### src/rtl/syscall_console.sv
// -----------------------------------------------------------------------------
// syscall_console
// Console output engine for the MIPS core. On a syscall it decodes v0, turns
// the request into ASCII bytes (decimal print_int, NUL-terminated print_string
// fetched word by word from data memory, print_char) and queues them in an
// internal FIFO drained over a valid/ready port. v0 == 10 latches a sticky
// exit request. The core is stalled until the whole request has been queued.
//
// Optional feature: define SYSCALL_NEWLINE_EN to append 0x0A after every
// print_int / print_string / print_char payload.
//
// Parameters:
//   FIFO_DEPTH  output character FIFO entries (power of 2, >= 2)
//   MAX_STR     maximum characters emitted for one print_string
// Ports:
//   clk        in   system clock, rising edge
//   reset      in   synchronous active-high reset
//   syscall    in   syscall instruction in flight
//   v0         in   service code
//   a0         in   argument
//   stall      out  hold PC / suppress writes
//   memAddr    out  word address to data memory
//   memRead    out  read strobe, memData valid the following cycle
//   memData    in   read word, little-endian bytes
//   charOut    out  byte at the FIFO head (0 when empty)
//   charValid  out  FIFO non-empty
//   charReady  in   consumer accepts charOut on this edge
//   exitReq    out  sticky exit request
// -----------------------------------------------------------------------------
module syscall_console #(
  parameter int FIFO_DEPTH = 8,
  parameter int MAX_STR    = 256
) (
  input  logic        clk,
  input  logic        reset,
  input  logic        syscall,
  input  logic [31:0] v0,
  input  logic [31:0] a0,
  output logic        stall,
  output logic [31:0] memAddr,
  output logic        memRead,
  input  logic [31:0] memData,
  output logic [7:0]  charOut,
  output logic        charValid,
  input  logic        charReady,
  output logic        exitReq
);

  localparam int PW = $clog2(FIFO_DEPTH);
  localparam int CW = PW + 1;

`ifdef SYSCALL_NEWLINE_EN
  typedef enum logic [3:0] {
    IDLE, INT_SIGN, INT_DIGIT, STR_REQ, STR_WAIT, STR_EMIT, CHAR, NL, DONE
  } state_t;
  localparam state_t S_TAIL = NL;
`else
  typedef enum logic [3:0] {
    IDLE, INT_SIGN, INT_DIGIT, STR_REQ, STR_WAIT, STR_EMIT, CHAR, DONE
  } state_t;
  localparam state_t S_TAIL = DONE;
`endif

  // FSM registers
  state_t      r_state;
  logic [31:0] r_arg;      // a0 captured when the syscall is accepted
  logic [31:0] r_mag;      // remaining magnitude for print_int
  logic [3:0]  r_p;        // current decimal position (10^p)
  logic [3:0]  r_d;        // digit being accumulated
  logic        r_emitted;  // a digit has been emitted (suppresses leading zeros)
  logic [31:0] r_off;      // print_string byte offset
  logic [31:0] r_word;     // latched memory word
  logic        r_exit;

  // FIFO registers
  logic [7:0]    r_mem [FIFO_DEPTH];
  logic [PW-1:0] r_wr;
  logic [PW-1:0] r_rd;
  logic [CW-1:0] r_count;

  logic [31:0] w_byteAddr;
  logic [7:0]  w_strByte;
  logic [31:0] w_pow;
  logic        w_digitGe;
  logic        w_strEnd;
  logic        w_full;
  logic        w_pop;
  logic        w_pushReq;
  logic [7:0]  w_pushData;
  logic        w_push;
  logic        w_hold;
  logic        w_svcValid;

  function automatic logic [31:0] f_pow10(input logic [3:0] p);
    case (p)
      4'd0:    return 32'd1;
      4'd1:    return 32'd10;
      4'd2:    return 32'd100;
      4'd3:    return 32'd1000;
      4'd4:    return 32'd10000;
      4'd5:    return 32'd100000;
      4'd6:    return 32'd1000000;
      4'd7:    return 32'd10000000;
      4'd8:    return 32'd100000000;
      4'd9:    return 32'd1000000000;
      default: return 32'd1;
    endcase
  endfunction

  always_comb begin
    w_byteAddr = r_arg + r_off;
    w_strByte  = r_word[{w_byteAddr[1:0], 3'b000} +: 8];
    w_pow      = f_pow10(r_p);
    w_digitGe  = (r_mag >= w_pow);
    w_strEnd   = (w_strByte == 8'h00) || (r_off == 32'(MAX_STR));
    w_full     = (r_count == CW'(FIFO_DEPTH));
    w_pop      = (r_count != '0) && charReady;
    w_svcValid = (v0 == 32'd1) || (v0 == 32'd4) || (v0 == 32'd10) || (v0 == 32'd11);
  end

  // Byte the current state wants to queue this cycle
  always_comb begin
    w_pushReq  = 1'b0;
    w_pushData = '0;
    case (r_state)
      INT_SIGN: begin
        if (r_arg[31]) begin
          w_pushReq  = 1'b1;
          w_pushData = 8'h2D;
        end
      end
      INT_DIGIT: begin
        if (!w_digitGe && (r_d != 4'd0 || r_emitted || r_p == 4'd0)) begin
          w_pushReq  = 1'b1;
          w_pushData = 8'h30 + {4'b0000, r_d};
        end
      end
      STR_EMIT: begin
        if (!w_strEnd) begin
          w_pushReq  = 1'b1;
          w_pushData = w_strByte;
        end
      end
      CHAR: begin
        w_pushReq  = 1'b1;
        w_pushData = r_arg[7:0];
      end
`ifdef SYSCALL_NEWLINE_EN
      NL: begin
        w_pushReq  = 1'b1;
        w_pushData = 8'h0A;
      end
`endif
      default: ;
    endcase
    // Fullness is judged before any same-cycle pop
    w_push = w_pushReq && !w_full;
    w_hold = w_pushReq && w_full;
  end

  always_ff @(posedge clk) begin
    if (reset) begin
      r_state   <= IDLE;
      r_arg     <= '0;
      r_mag     <= '0;
      r_p       <= '0;
      r_d       <= '0;
      r_emitted <= 1'b0;
      r_off     <= '0;
      r_word    <= '0;
      r_exit    <= 1'b0;
    end else begin
      case (r_state)
        IDLE: begin
          if (syscall) begin
            r_arg <= a0;
            case (v0)
              32'd1:  r_state <= INT_SIGN;
              32'd4: begin
                r_off   <= '0;
                r_state <= STR_REQ;
              end
              32'd11: r_state <= CHAR;
              32'd10: begin
                r_exit  <= 1'b1;
                r_state <= DONE;
              end
              default: ;
            endcase
          end
        end
        INT_SIGN: begin
          if (!w_hold) begin
            r_mag     <= r_arg[31] ? (32'd0 - r_arg) : r_arg;
            r_p       <= 4'd9;
            r_d       <= '0;
            r_emitted <= 1'b0;
            r_state   <= INT_DIGIT;
          end
        end
        INT_DIGIT: begin
          // Repeated subtraction: one subtract or one digit completion per cycle
          if (w_digitGe) begin
            r_mag <= r_mag - w_pow;
            r_d   <= r_d + 4'd1;
          end else if (!w_hold) begin
            if (w_pushReq) r_emitted <= 1'b1;
            r_d <= '0;
            if (r_p == 4'd0) r_state <= S_TAIL;
            else             r_p     <= r_p - 4'd1;
          end
        end
        STR_REQ:  r_state <= STR_WAIT;
        STR_WAIT: begin
          r_word  <= memData;
          r_state <= STR_EMIT;
        end
        STR_EMIT: begin
          if (w_strEnd) begin
            r_state <= S_TAIL;
          end else if (!w_hold) begin
            r_off <= r_off + 32'd1;
            if (w_byteAddr[1:0] == 2'b11) r_state <= STR_REQ;
          end
        end
        CHAR: begin
          if (!w_hold) r_state <= S_TAIL;
        end
`ifdef SYSCALL_NEWLINE_EN
        NL: begin
          if (!w_hold) r_state <= DONE;
        end
`endif
        DONE:    r_state <= IDLE;
        default: r_state <= IDLE;
      endcase
    end
  end

  always_ff @(posedge clk) begin
    if (reset) begin
      r_wr    <= '0;
      r_rd    <= '0;
      r_count <= '0;
    end else begin
      if (w_push) r_wr <= r_wr + 1'b1;
      if (w_pop)  r_rd <= r_rd + 1'b1;
      case ({w_push, w_pop})
        2'b10:   r_count <= r_count + 1'b1;
        2'b01:   r_count <= r_count - 1'b1;
        default: ;
      endcase
    end
  end

  // Storage needs no reset; charOut is gated while the FIFO is empty
  always_ff @(posedge clk) begin
    if (w_push) r_mem[r_wr] <= w_pushData;
  end

  always_comb begin
    charValid = (r_count != '0);
    charOut   = charValid ? r_mem[r_rd] : '0;
    memRead   = (r_state == STR_REQ);
    memAddr   = memRead ? {2'b00, w_byteAddr[31:2]} : '0;
    exitReq   = r_exit;
    stall     = ((r_state != IDLE) && (r_state != DONE)) ||
                ((r_state == IDLE) && syscall && w_svcValid);
  end

endmodule

### config.mk
export PLATFORM = sky130hd
export DESIGN_NAME = syscall_console
export DESIGN_NICKNAME = d
export VERILOG_FILES = /design/src/rtl/syscall_console.sv
export SDC_FILE = /design/constraint.sdc
export NUM_CORES = 1
export LEC_CHECK = 0
export CAP_MARGIN = 40
export CORE_ASPECT_RATIO = 0.8
export CORE_MARGIN = 3
export CORE_UTILIZATION = 50
export CTS_CLUSTER_SIZE = 12
export DETAILED_ROUTE_END_ITERATION = 16
export GPL_ROUTABILITY_DRIVEN = 0
export GPL_TIMING_DRIVEN = 0
export PLACE_DENSITY = 0.78
export SYNTH_ARGS = -nofsm -noshare
export SYNTH_HDL_FRONTEND = slang
export SYNTH_SLANG_ARGS = --single-unit
### constraint.sdc
create_clock -name clk -period 11.1 [get_ports clk]
set_input_delay 2.22 -clock clk [delete_from_list [all_inputs] [get_ports clk]]
set_output_delay 2.22 -clock clk [all_outputs]
set_load 0.03 [all_outputs]
# [Word-level counts from Yosys, hierarchy flattened]
# Memory sizes are Yosys's and may differ from the RTL's. A register that Yosys moved wholly into a read port is not among the register bits.
# Cells that the tools add are included.
[totals] ff_bits=152 latchBits=0 mem_bits_rw=64 rom_bits=480 inputBits=100 output_inout_bits=44 n_memories=2
[mem_list] name="(name not given)" words=16 width=30 rd=1 rd_clocked_by_memory_dff=1 wr=0 line="95" source="case (p)"
[mem_list] name="r_mem" words=8 width=8 rd=1 rd_clocked_by_memory_dff=1 wr=1 line="76" source="logic [7:0] r_mem [FIFO_DEPTH];"
[op_classes] add_sub_neg=11 n_mul=0 div_mod_pow=0 magnitude_cmp=1 n_eq_ne=31 n_shift=1 muxes=50 bitwise=0 n_reduce_logical=32
[op_table] cell="$mux 32" count=7
[op_table] cell="$pmux 32 s2" count=2
[op_table] cell="$mux 4" count=17
[op_table] cell="$eq 32x4->1 const B" count=2
[op_table] cell="$add 32x1->32 const B" count=1
[op_table] cell="$add 32x32->32" count=1
[op_table] cell="$eq 32x1->1 const B" count=1
[op_table] cell="$eq 32x3->1 const B" count=1
[op_table] cell="$eq 32x9->1 const B" count=1
[op_table] cell="$ge 32x32->1" count=1
[op_table] cell="$pmux 8 s4" count=1
[op_table] cell="$shiftx 32x6->8" count=1
[op_table] cell="$sub 1x32->32 const A" count=1
[op_table] cell="$sub 32x32->32" count=1
[op_table] cell="$mux 30" count=1
[op_table] cell="$pmux 4 s7" count=1
[op_table] cell="$ne 2x2->1 const B" count=12
[op_table] cell="$pmux 4 s2" count=3
[op_table] cell="$mux 8" count=2
[op_table] cell="$pmux 4 s4" count=1
[op_table] cell="$reduce_and 5->1" count=3
[op_table] cell="$eq 4x3->1 const B" count=3
[op_table] cell="$reduce_bool 4->1" count=3
[op_table] cell="$mux 1" count=9
[op_table] cell="other kinds (26)" count=50

# [Longest topological paths before layout]
[logic_depth] depth_word=12 ltp_mapped=17

# [Least setup slack after synthesis]
# Ideal clock, no wire load.
[synth_path] path_kind="input-to-output" start="input v0[10]" end="output stall" t_arrival_ps=3234 t_required_ps=8880 slack_ps=5646 path_stages=5 n_path_buf=0 path_cell_list="nor4_1 -> nand4_1 -> nor2_1 -> a31o_2 -> o21a_1"
[synth_between] elab_chain_cells=6
[synth_rtl] item="from (decl)" line="37" source="input logic [31:0] v0,"
[synth_rtl] item="$eq 32x1->1 / $eq 32x3->1 (equally long branches)" line="118" source="w_svcValid = (v0 == 32'd1) || (v0 == 32'd4) || (v0 == 32'd10) || (v0 == 32'd11);"
[synth_rtl] item="$logic_or 1x1->1 (2 in series)" line="118"
[synth_rtl] item="$logic_or 1x1->1 (*)" line="118"
[synth_rtl] item="$logic_and 1x1->1 (*)" line="268" source="((r_state == IDLE) && syscall && w_svcValid);"
[synth_rtl] item="$logic_or 1x1->1 (*)" line="267" source="stall = ((r_state != IDLE) && (r_state != DONE)) ||"
[synth_rtl] item="to (decl)" line="39" source="output logic stall,"
# Mark *: on every way between the ends. The rest lies on a longest branch, timed or not.

# [Worst setup path in the final report]
[layout_path] start="register r_arg[6]" end="output memAddr[29]"
[layout_between] elab_chain_cells=2
[layout_rtl] item="from (decl)" line="66" source="logic [31:0] r_arg;"
[layout_rtl] item="from (signal assigned)" line="164" source="r_arg <= '0;"
[layout_rtl] item="from (signal assigned)" line="176" source="r_arg <= a0;"
[layout_rtl] item="$add 32x32->32" line="111" source="w_byteAddr = r_arg + r_off;"
[layout_rtl] item="$mux 30" line="265" source="memAddr = memRead ? {2'b00, w_byteAddr[31:2]} : '0;"
[layout_rtl] item="to (decl)" line="40" source="output logic [31:0] memAddr,"
# No other way between the ends.

==> flow_metrics.py <==
metrics = {
    "critical_path": {
        "worst-setup-path-type": "flop to primary output",
        "cp_max_fo": 6,
        "crit_cells": 10,
        "crit_end": "memAddr[29]",
        "endpoint_kind": "primary output",
        "crit_required_ps": 8880,
        "worstReg2RegStart": "r_arg[0]",
        "cp_cell_sequence": "ha_1 > a2111oi_0 > o21ai_0 > a41oi_1 > a2bb2oi_1 > a2111oi_0 > o31ai_1 > o21ai_0 > mux2i_1 > clkdlybuf4s50_1",
        "r2r-end": "r_count[3]",
        "arrival_ps": 4870,
        "crit_path_start_kind": "flop",
        "cp_num_buf_inv": 1,
        "crit_start": "r_arg[6]",
        "critPathMaxStageDelay_ps": 720,
        "cp_top_family": "compound AO/OA/AOI/OAI gates",
        "r2r_cells": 16,
        "reg2reg_slack_ps": 5780,
        "crit_slowest_cell": "a41oi_1",
    },
    "die": {
        "ios": 144,
        "die_height_um": 157,
        "start_util": 0.516,
        "core.rowCount": 54,
        "die_x_um": 195,
        "coreArea_um2": 27700,
        "die-area_um2": 30700,
    },
    "layout": {
        "antenna_cells": 0,
        "seq_area_um2": 5470,
        "multiInputGateArea_um2": 8290,
        "nets": 1985,
        "area_growth_pct": 19.5,
        "num-fill-cells": 2365,
        "drive_above_1_share": 0.0621,
    },
    "global_routing": {
        "grt_max_degree": 14,
        "track_usage": 0.286,
        "antenna_found_initial": 0,
        "grt_pass1_wl_um": 69800,
        "first_global_vias": 12800,
        "overflow": 0,
    },
    "timing": {
        "slew_headroom": 0.354,
        "finalClockSkew_ps": 32.9,
        "whs_ps": 455,
        "finalSetupViolations": 0,
        "final-hold-violation-count": 0,
        "setup_ws_ps": 4010,
        "period_share": 0.639,
        "min_period_ps": 7090,
        "fin_tns_setup_ps": 0,
        "rsz0062_at_grt": "false",
        "tightest_slew_ps": 962,
        "slew_viol_final": 0,
        "fmax_ghz": 0.141,
    },
    "cts": {
        "ctsHoldBuffers": 0,
        "cts_tree": "done",
        "clkSinkCount": 241,
        "post_cts_buffers": 0,
        "cts_root_buffer": "clkbuf_16",
        "cts-resized-gates": 0,
        "h-tree-depth": 1,
        "clk_transition_reported_paths_ps": 60,
        "cts_buffers": 26,
        "clock_latency_ps": 560,
        "clk_path_buf_depth": 3,
    },
    "hold_path": {
        "holdCritPathClass": "flop to flop",
    },
    "routing": {
        "wirelength_um": 45000,
        "wl_per_cell_um": 20.6,
        "vias_per_cell": 6.17,
        "drt_iter0_drc": 1705,
        "vias": 13500,
        "first_pass_iters": 8,
        "drc_errors": 0,
        "ant_nets": 0,
    },
    "yosys": {
        "synth.top_cell.area_share": 0.248,
        "synth_top_family_by_area": "simple AND/OR/NAND/NOR gates",
        "ys_top_cells_by_count": "nand2_1 (231), dfxtp_1 (177), a21oi_1 (139)",
        "synth_compound_area_frac": 0.195,
        "synth_xor_area_frac": 0.0613,
        "synthMuxAreaShare": 0.0497,
        "yosys.area.top_type": "dfxtp_1",
        "synthTopCellsByArea": "dfxtp_1 (25%), edfxtp_1 (13%), ha_1 (6.8%)",
        "yosysMostFrequentCell": "nand2_1",
        "ys_async_sr_fraction": 0,
        "ys_seq_area_frac": 0.382,
        "synthFlopType": "dfxtp_1",
        "synthCells": 1624,
        "synth_edf_count": 64,
        "synth-simple-area-share": 0.199,
        "avgSynthCellArea_um2": 8.80,
        "yosys.cell_types.count": 86,
        "synth-warning-count": 0,
        "ys_ff_latch": 241,
        "netlist_area_um2": 14300,
        "synth_fa_ha_area_frac": 0.0725,
    },
    "run": {
        "drv_cap": 0,
    },
    "place": {
        "preCtsSetupSlack_ps": 4420,
        "hpwl_um": 35100,
        "portBuffers": 141,
    },
    "power": {
        "power.density_nw_per_um2": 241,
        "leakage_nw": 6.41,
        "ir_drop_mv": 0.249,
        "power_w": 0.00411,
    },
    "outcome": {
        "outcome": "completed",
    },
}
## tightest hold or removal path: cells and delay by family (launching register included)
kind,cells,cell delay [ps]
flops,1,310
simple gates,1,50
compound gates,1,50
## per-stage QoR
stage | instance area (um2) | utilization | cells
after floorplan | 14300 | - | 1625
after global placement | 16200 | 0.584 | 2130
after detailed placement | 16200 | 0.586 | 2139
after CTS | 17100 | 0.616 | 2184
after global routing | 17100 | 0.617 | 2185
final | 17100 | 0.617 | 2185
## worst min-delay path by stage
| stage | from | to | slack [ps] | cells after the start |
|---|---|---|---|---|
| floorplan | r_mag[0] | r_mag[0] | 430 | 2 |
| global placement | r_word[7] | r_word[7] | 440 | 2 |
| detailed placement | r_word[15] | r_word[15] | 450 | 2 |
| CTS | r_word[15] | r_word[15] | 450 | 2 |
| global route | r_mag[23] | r_mag[23] | 480 | 2 |
| finish | r_word[15] | r_word[15] | 460 | 2 |
## area by class of cell
cell class	instances	share of cell area
multi-input cells	1240	0.485
flip-flops and latches	241	0.320
repair buffers	151	0.0860
clock buffers	39	0.0445
well taps	364	0.0267
plain buffers	75	0.0185
inverters	69	0.0152
clock inverters	6	0.00403
## power by group
group | internal, W | leakage (nW) | total, W | switching, W
Sequential | 0.00103 | 1.97 | 0.00115 | 0.000113
Clock | 0.000493 | 0.405 | 0.000853 | 0.000360
Combinational | 0.000811 | 4.03 | 0.00211 | 0.00130
## cells by family after synthesis
group / Yosys count
compound gates: 422
xor+xnor: 100
fa+ha+maj: 81
buf+inv: 144
flops: 241
mux: 41
other cells: 1
simple gates: 594
## routing by layer
metal	wire length [um]	GRT usage	up-vias
met3	5840	0.0708	92
met5	0	0	-
met2	18600	0.427	806
met4	1090	0.0665	0
met1	19500	0.420	6318
li1	-	-	6257
## layout by cell type, fill, tap and decap left out, types with 8 or more instances in the layout
| cell | netlist | final |
|---|---|---|
| nand2_1 | 231 | 231 |
| dfxtp_1 | 177 | 177 |
| clkdlybuf4s50_1 | 0 | 141 |
| a21oi_1 | 139 | 139 |
| nor2_1 | 130 | 130 |
| ha_1 | 78 | 78 |
| o21ai_0 | 75 | 75 |
| inv_1 | 67 | 67 |
| edfxtp_1 | 64 | 64 |
| clkbuf_1 | 56 | 63 |
| xor2_1 | 57 | 57 |
| xnor2_1 | 43 | 43 |
| a21o_1 | 40 | 40 |
| nand3_1 | 36 | 36 |
| nor3_1 | 30 | 30 |
| nor4_1 | 30 | 28 |
| clkbuf_16 | 0 | 26 |
| a211oi_1 | 25 | 25 |
| mux4_2 | 24 | 24 |
| or3_1 | 23 | 23 |
| nand4_1 | 20 | 20 |
| o31ai_1 | 17 | 17 |
| mux2i_1 | 17 | 17 |
| o21a_1 | 17 | 17 |
| o211ai_1 | 17 | 17 |
| nand2b_1 | 15 | 15 |
| buf_2 | 8 | 15 |
| and2_1 | 14 | 14 |
| and4_1 | 11 | 11 |
| and3_1 | 10 | 10 |
| a221o_1 | 8 | 8 |
| o41ai_1 | 8 | 8 |
## flip-flops by register name (all words and copies together) (netlist names), 3 cells and up, named ones only
signal   count
r_arg       32
r_d          4
r_state      3
w_pow       23
r_p          4
r_off       32
r_mem       64
r_rd         3
r_mag       32
r_count      4
r_word      32
r_wr         3
Note: power is estimated with default switching activity, not from simulation.
